`src/rtl/adder_arbiter.sv`:
```
// Round-robin arbiter feeding one shared approximate adder into a single-entry
// result register. Also holds the team Adder (AXA3 low cells, exact high cells).

module adder #(
    parameter  int AXA = 3,
    parameter  int FA  = 5,
    localparam int W   = AXA + FA
) (
    input  logic [W-1:0] a,
    input  logic [W-1:0] b,
    input  logic         cin,
    output logic [W-1:0] sum,
    output logic         cout
);
    logic [AXA-1:0] sum_lo;
    logic [AXA:0]   carry;
    logic [FA:0]    hi;

    // AXA3 cell: sum = cin & xnor(a,b); carry is kept exact
    always_comb begin
        carry[0] = cin;
        for (int unsigned i = 0; i < AXA; i++) begin
            sum_lo[i]    = carry[i] & ~(a[i] ^ b[i]);
            carry[i+1]   = (a[i] & b[i]) | (carry[i] & (a[i] ^ b[i]));
        end
        hi   = {1'b0, a[W-1:AXA]} + {1'b0, b[W-1:AXA]} + {{FA{1'b0}}, carry[AXA]};
        sum  = {hi[FA-1:0], sum_lo};
        cout = hi[FA];
    end
endmodule

module adder_arbiter #(
    parameter  int AXA  = 3,
    parameter  int FA   = 5,
    parameter  int NREQ = 4,
    localparam int W    = AXA + FA,
    localparam int IDW  = (NREQ > 1) ? $clog2(NREQ) : 1
) (
    input  logic              clk,
    input  logic              rst,
    input  logic [NREQ-1:0]   req_valid,
    output logic [NREQ-1:0]   req_ready,
    input  logic [NREQ*W-1:0] req_a,
    input  logic [NREQ*W-1:0] req_b,
    input  logic [NREQ-1:0]   req_cin,
    output logic              rsp_valid,
    input  logic              rsp_ready,
    output logic [IDW-1:0]    rsp_id,
    output logic [W-1:0]      rsp_sum,
    output logic              rsp_cout
);
    typedef enum logic {EMPTY, FULL} state_t;

    state_t         state_q, state_d;
    logic [IDW-1:0] ptr_q, ptr_d;
    logic [IDW-1:0] id_q, id_d;
    logic [W-1:0]   sum_q, sum_d;
    logic           cout_q, cout_d;

    logic           gnt_found;
    logic [IDW-1:0] gnt_idx;
    logic           slot_free;
    logic           hs;
    logic [W-1:0]   a_sel, b_sel;
    logic           cin_sel;
    logic [W-1:0]   add_sum;
    logic           add_cout;

    always_comb begin
        int unsigned idx;
        gnt_found = 1'b0;
        gnt_idx   = '0;
        for (int unsigned k = 0; k < NREQ; k++) begin
            idx = 32'(ptr_q) + k;
            if (idx >= NREQ) idx = idx - NREQ;
            if (!gnt_found && req_valid[idx]) begin
                gnt_found = 1'b1;
                gnt_idx   = IDW'(idx);
            end
        end
    end

    // rst gates the handshake so no grant leaks out while reset is held
    assign slot_free = (state_q == EMPTY) || rsp_ready;
    assign hs        = gnt_found && slot_free && !rst;

    always_comb begin
        req_ready = '0;
        if (hs) req_ready[gnt_idx] = 1'b1;
    end

    always_comb begin
        a_sel   = '0;
        b_sel   = '0;
        cin_sel = 1'b0;
        for (int unsigned i = 0; i < NREQ; i++) begin
            if (IDW'(i) == gnt_idx) begin
                a_sel   = req_a[i*W +: W];
                b_sel   = req_b[i*W +: W];
                cin_sel = req_cin[i];
            end
        end
    end

    adder #(.AXA(AXA), .FA(FA)) u_adder (
        .a    (a_sel),
        .b    (b_sel),
        .cin  (cin_sel),
        .sum  (add_sum),
        .cout (add_cout)
    );

    always_comb begin
        state_d = state_q;
        ptr_d   = ptr_q;
        id_d    = id_q;
        sum_d   = sum_q;
        cout_d  = cout_q;
        if (hs) begin
            state_d = FULL;
            id_d    = gnt_idx;
            sum_d   = add_sum;
            cout_d  = add_cout;
            ptr_d   = (gnt_idx == IDW'(NREQ - 1)) ? '0 : gnt_idx + IDW'(1);
        end else if (state_q == FULL && rsp_ready) begin
            state_d = EMPTY;
        end
    end

    always_ff @(posedge clk or posedge rst) begin
        if (rst) begin
            state_q <= EMPTY;
            ptr_q   <= '0;
            id_q    <= '0;
            sum_q   <= '0;
            cout_q  <= 1'b0;
        end else begin
            state_q <= state_d;
            ptr_q   <= ptr_d;
            id_q    <= id_d;
            sum_q   <= sum_d;
            cout_q  <= cout_d;
        end
    end

    assign rsp_valid = (state_q == FULL);
    assign rsp_id    = id_q;
    assign rsp_sum   = sum_q;
    assign rsp_cout  = cout_q;
endmodule

```
`config.mk`:
```
export PLATFORM = sky130hd
export DESIGN_NAME = adder_arbiter
export DESIGN_NICKNAME = d
export VERILOG_FILES = /design/src/rtl/adder_arbiter.sv
export SDC_FILE = /design/constraint.sdc
export NUM_CORES = 1
export LEC_CHECK = 0
export BUFFER_PORTS_ARGS = -buffer_cell sky130_fd_sc_hd__buf_2
export CORE_MARGIN = 4
export CORE_UTILIZATION = 48
export DETAILED_ROUTE_END_ITERATION = 12
export PLACE_DENSITY = 0.93
export SYNTH_ARGS = -nofsm -noshare
export SYNTH_HDL_FRONTEND = slang
export SYNTH_SLANG_ARGS = --single-unit
export TNS_END_PERCENT = 5
```
`constraint.sdc`:
```
create_clock -name clk -period 7.06 [get_ports clk]
set_input_delay 1.412 -clock clk [delete_from_list [all_inputs] [get_ports clk]]
set_output_delay 1.412 -clock clk [all_outputs]
set_load 0.02 [all_outputs]
```
== After elaboration in Yosys (flattened, before gate mapping) ==
Index checks and enable logic that the tools add are counted.
Widths: inputs -> output; s select.
Word-level totals
  flip-flop bits (word level): 14
  word-level logic and storage cells: 100
  bits of input ports: 75
  output and inout port bits: 16
Operators by class
  $lt $le $gt $ge: 10
  eq/ne operators: 4
  reductions and logical operators: 14
  multiplexer cells: 38
  bitwise gates (word level): 19
  add/sub/neg operators: 10
Operator list (number)
  $lt 32x3->1 const B: 4
  $mux 32: 4
  $mux 8: 8
  $mux 1: 15
  $sub 3x3->4 const B: 3
  $mux 2: 5
  $and 1x1->1: 9
  $ge 3x3->1 const B: 3
  $bmux 1 s2: 4
  $logic_and 1x1->1: 7
  $add 2x2->3 const B: 2
  $add 5x5->6: 1
  $add 6x1->6: 1
  $eq 2x2->1 const A: 2
  $logic_not 1->1: 4
  $mux 4: 1
  $not 1->1: 4
  $sub 2x3->4 const B: 1
  $add 2x1->3 const B: 1
  $ge 2x3->1 const B: 1
  $lt 2x3->1 const B: 1
  $or 1x1->1: 3
  $xor 1x1->1: 3
  $add 2x1->2 const B: 1
  7 further kinds: 7

== Longest topological paths before layout ==
  word-level depth: 27
  mapped depth: 22
  gate-level depth less buffers: 21

== Cells and area by module ==
Synthesis repeated with hierarchy kept, for this count alone.
Unflattened totals
  cell total of the unflattened synthesis: 172
  area total of the unflattened synthesis: 1527.7 µm²
Modules (own cells, without submodules)
  adder_arbiter: area an instance 1278.7 µm², times used 1, cells each 145, sequential area each 350.3 µm²
  adder: area an instance 249.0 µm², times used 1, cells each 27, sequential area each 0.0 µm²

== Worst setup path before layout ==
Ideal clock, no wire load.
  path kind: input -> register
  from: input req_valid[3]
  to: register sum_q[7] (netlist: rsp_sum[7])
  arrival: 4.975 ns
  slack: 1.959 ns
  stages: 21
  library setup time: 0.126 ns
  cells stage by stage: inv_1 > a22o_1 > a221oi_2 > ha_1 > clkbuf_1 > nand2_1 > a21oi_1 > a21oi_1 > o21ai_0 > ha_1 > inv_1 > a2111oi_2 > a311oi_1 > o21a_1 > fa_1 > inv_1 > fa_1 > a21o_1 > a21oi_1 > xor2_1 > o21ai_0
On the way
  word-level cells in the longest chain between the ends: 25
  elaborated cells between the ends (all ways): 54
RTL lines
  start: declaration: line 41  | input logic [NREQ-1:0] req_valid,
  $bmux 1 s2: line 76  | if (!gnt_found && req_valid[idx]) begin
  $mux 1 (not written as such): line 76
  $mux 1: line 76
  $logic_not 1->1: line 76
  $logic_and 1x1->1: line 76
  $mux 1: line 76
  $logic_not 1->1: line 76
  $logic_and 1x1->1: line 76
  (+4 left out)
  net gnt_idx[0]: line 61  | logic [IDW-1:0] gnt_idx;
  (+5 left out)
  $xor 1x1->1: line 24  | carry[i+1] = (a[i] & b[i]) | (carry[i] & (a[i] ^ b[i]));
  $and 1x1->1: line 24
  $or 1x1->1: line 24
  $and 1x1->1: line 24
  $or 1x1->1: line 24
  $and 1x1->1: line 24
  $or 1x1->1: line 24
  $add 6x1->6 (*): line 26  | hi = {1'b0, a[W-1:AXA]} + {1'b0, b[W-1:AXA]} + {{FA{1'b0}}, carry[AXA]};
  end signal: assignment: line 141  | sum_q <= sum_d;
  end: declaration: line 57  | logic [W-1:0] sum_q, sum_d;
The timed path passes the listed nets; every way through them passes the cells marked *. The select of a mux whose other input is x is not followed.
A chain may end at the register's enable or synchronous reset.

== Worst setup path in the final report ==
Same ends and word-level chain as after synthesis.

==> key figures <==
Setup path
  – Worst path required time: 7210 ps
  – Crit path launch type: primary input
  – Worst R2R Setup Slack: 2610 ps
  – Slowest-stage cell, CP: ha_1
  – Reg-to-reg endpoint: rsp_sum[7]$_DFFE_PP0P_
  – Worst r2r src: ptr_q[1]$_DFFE_PP0P_
  – CP max FO: 17
  – CP dominant cell by count: inv_1
  – Critical path class: in -> reg
  – Worst reg2reg path depth: 22
  – CP cell instances: buf_2 -> inv_1 -> a22o_1 -> a221oi_2 -> inv_1 -> ha_1 -> nand3b_1 -> a21oi_1 -> a21oi_1 -> o21ai_0 -> ha_1 -> inv_1 -> a2111oi_2 -> a311oi_1 -> o21a_1 -> fa_1 -> inv_1 -> fa_1 -> a21o_1 -> a21oi_1 -> xor2_1 -> o21ai_0
  – CP Capture Type: flip-flop
  – CP max stage delay: 420 ps
  – WP data arrival: 5510 ps

Timing
  – Period Utilization, post-route: 75.9%
  – Fin crit period: 5360 ps
  – Fin Hold WS: 476 ps
  – Worst clock skew: 3.16 ps
  – RSZ-0062 raised after global routing: no
  – Fmax: 187 MHz
  – Final Setup Violations: 0
  – Setup TNS Final: 0 ps
  – Slew Limit Headroom: 41.8%
  – Fin. max-slew vios: 0
  – Final worst setup slack: 1700 ps
  – Final hold vios: 0
  – Slew @ Worst Pin: 869 ps

Synth
  – Count of different cell masters after synthesis: 43
  – Register area share after synthesis: 22.0%
  – Ranking of synthesized cells by area: dfrtp_1 (22%), a21oi_1 (11%), nand2_1 (9.2%)
  – Yosys reg bits: 14
  – Area share of and/or/nand/nor cells after synthesis: 26.5%
  – Syn nets: 297
  – Largest family of logic cells by synthesized area: compound AO/OA/AOI/OAI gates
  – Post-Synth Adder-Cell Area: 11.1%
  – Ys flop type: dfrtp_1
  – Synth warnings: 0
  – Compound-Gate Fraction of Synth Area: 28.9%
  – Ys async rst share: 100%
  – Post-synthesis mux area share: 2.04%
  – Commonest cells post-synth: nand2_1 (39), a21oi_1 (35), o21ai_0 (15)
  – Xor/xnor share of the synthesized area: 1.10%
  – Avg Synthesized Cell Area: 7.63 um2
  – Syn Inst Count: 209
  – Yosys top cell by area: dfrtp_1
  – Number of synthesized flops with an enable pin: 0
  – Mapped Area: 0.00160 mm2
  – Share of the synthesized area in the top cell type: 22.0%
  – Count leader, synth: nand2_1

GRT
  – Pin count of the biggest net entering global routing: 38
  – GRT overflow: 0
  – Total GRT Usage: 19.1%
  – Initial antenna violation count: 0
  – Global-route wire length before repair: 6520 um
  – Vias in the first global route: 1503

Pwr
  – Worst vdd ir: 0.000118 V
  – Total power: 0.730 mW
  – Leak: 1.02 nW
  – Power Density: 355 mW/mm2

Clocking
  – Worst-skew pair later-pin latency: 290 ps
  – CTS Buf Count: 3
  – CTS sink count: 14
  – CTS HTree Levels: 1
  – CTS resizes: 0
  – CTS tree: built
  – Post-CTS setup buffer count: 0
  – Longest Clk Path Bufs: 2
  – CTS root buf: clkbuf_4
  – Cts hold-fix bufs: 0
  – Clk slew on worst S/H paths: 80 ps

Min path
  – Hold Startpoint: rsp_sum[4]$_DFFE_PP0P_
  – WHS Path Cells: 2
  – Worst Hold Path EP: rsp_sum[4]$_DFFE_PP0P_
  – Worst Hold Class: reg -> reg

Layout
  – Final non-filler cell total: 334
  – Area grow syn2layout: 28.9%
  – # diodes: 0
  – Share of cells above drive strength 1: 37.2%
  – Fin area: 0.00206 mm2
  – Final Net Count: 379
  – Final core occ: 65.7%

Drt
  – Via/cell ratio: 5.20
  – Post-route ant nets: 0
  – Pre-Repair DR Iteration Count: 4
  – Post-route DRC: 0
  – Drt first-iter violations: 83
  – Total Wirelength: 4280 um
  – Routed via count: 1736
  – WL per Instance: 12.8 um

Floorplanning
  – Die H: 65.7 um
  – FP Rows: 20
  – Initial Util: 51.0%
  – # IOs: 91
  – Die area: 0.00431 mm2
  – Core ar.: 0.00313 mm2
  – Die width: 65.7 um

Placement
  – Placed Instances: 330
  – DP HPWL: 3610 um
  – Buffers added on ports: 90
  – Placed cell area: 0.00202 mm2
  – Pre-CTS setup slack: 1360 ps
  – GP Congestion: 0.871

Run status
  – Outcome: finished, final reports clean

Job
  – Max_cap viols: 0
## layout by cell type, fill, tap and decap left out, drive strengths merged
cell type / n
a21o: 1
nand2b: 1
o21ai: 18
and2b: 1
a22o: 1
or3: 1
nand2: 39
a311oi: 1
buf: 93
o21a: 3
a221oi: 5
dfrtp: 14
o31a: 1
nand3b: 14
or2b: 1
clkbuf: 4
o21bai: 1
xnor2: 1
mux2: 2
a211oi: 1
nor2b: 10
mux2i: 1
nor4: 1
xor2: 1
a2111oi: 1
o31ai: 5
fa: 2
inv: 8
and2: 4
nor3: 4
a21oi: 36
nor2: 3
ha: 11
## layout make-up
type / count / area [um2]
Clock buffer: 4 / 36.3
Fill cell: 289 / 1070
Inverter: 8 / 30.0
Multi-Input combinational cell: 171 / 1110
Sequential cell: 14 / 350
Tap cell: 44 / 55.1
Timing Repair Buffer: 93 / 473
## critical path: cells and delay by family
kind            cells  cell delay [ps]
compound gates     11             1980
fa+ha+maj           4             1360
buf+inv             5              420
simple gates        1              170
xor+xnor            1              150
## power by group
| group | switching, mW | internal [mW] |
|---|---|---|
| Clock | 0.0262 | 0.0315 |
| Combinational | 0.312 | 0.226 |
| Sequential | 0.0197 | 0.114 |
## per-layer routing
layer	GRT usage (%)	part of all wire, %	vias up
li1	-	-	898
met5	0	0	-
met1	25.3	44	769
met3	2.22	7.5	5
met2	31.7	47	64
met4	6.99	1.2	0
## flip-flops by register name, indices dropped and copies added (netlist names)
signal and count:
ptr_q 2, rsp_cout 1, rsp_id 2, rsp_sum 8
rsp_valid 1
## worst max path at each step
stage / from / endpoint / depth (start not counted)
after floorplan: req_valid[3] / rsp_sum[7]$_DFFE_PP0P_ / 21
after global placement: req_valid[3] / rsp_sum[7]$_DFFE_PP0P_ / 22
after detailed placement: req_valid[3] / rsp_sum[7]$_DFFE_PP0P_ / 22
after CTS: req_valid[3] / rsp_sum[7]$_DFFE_PP0P_ / 22
after global routing: req_valid[3] / rsp_sum[7]$_DFFE_PP0P_ / 22
final: req_valid[3] / rsp_sum[7]$_DFFE_PP0P_ / 22
## cell families (layout without fill, tap and decap cells)
family / count (synthesis) / after routing
and+or+nand+nor: 79 / 79
AOI/OAI and AO/OA: 74 / 74
buffers and inverters: 24 / 105
DFF: 14 / 14
adders and majority gates: 13 / 13
muxes: 3 / 3
xor gates and xnor gates: 2 / 2
(Power assumes the default switching activity.)
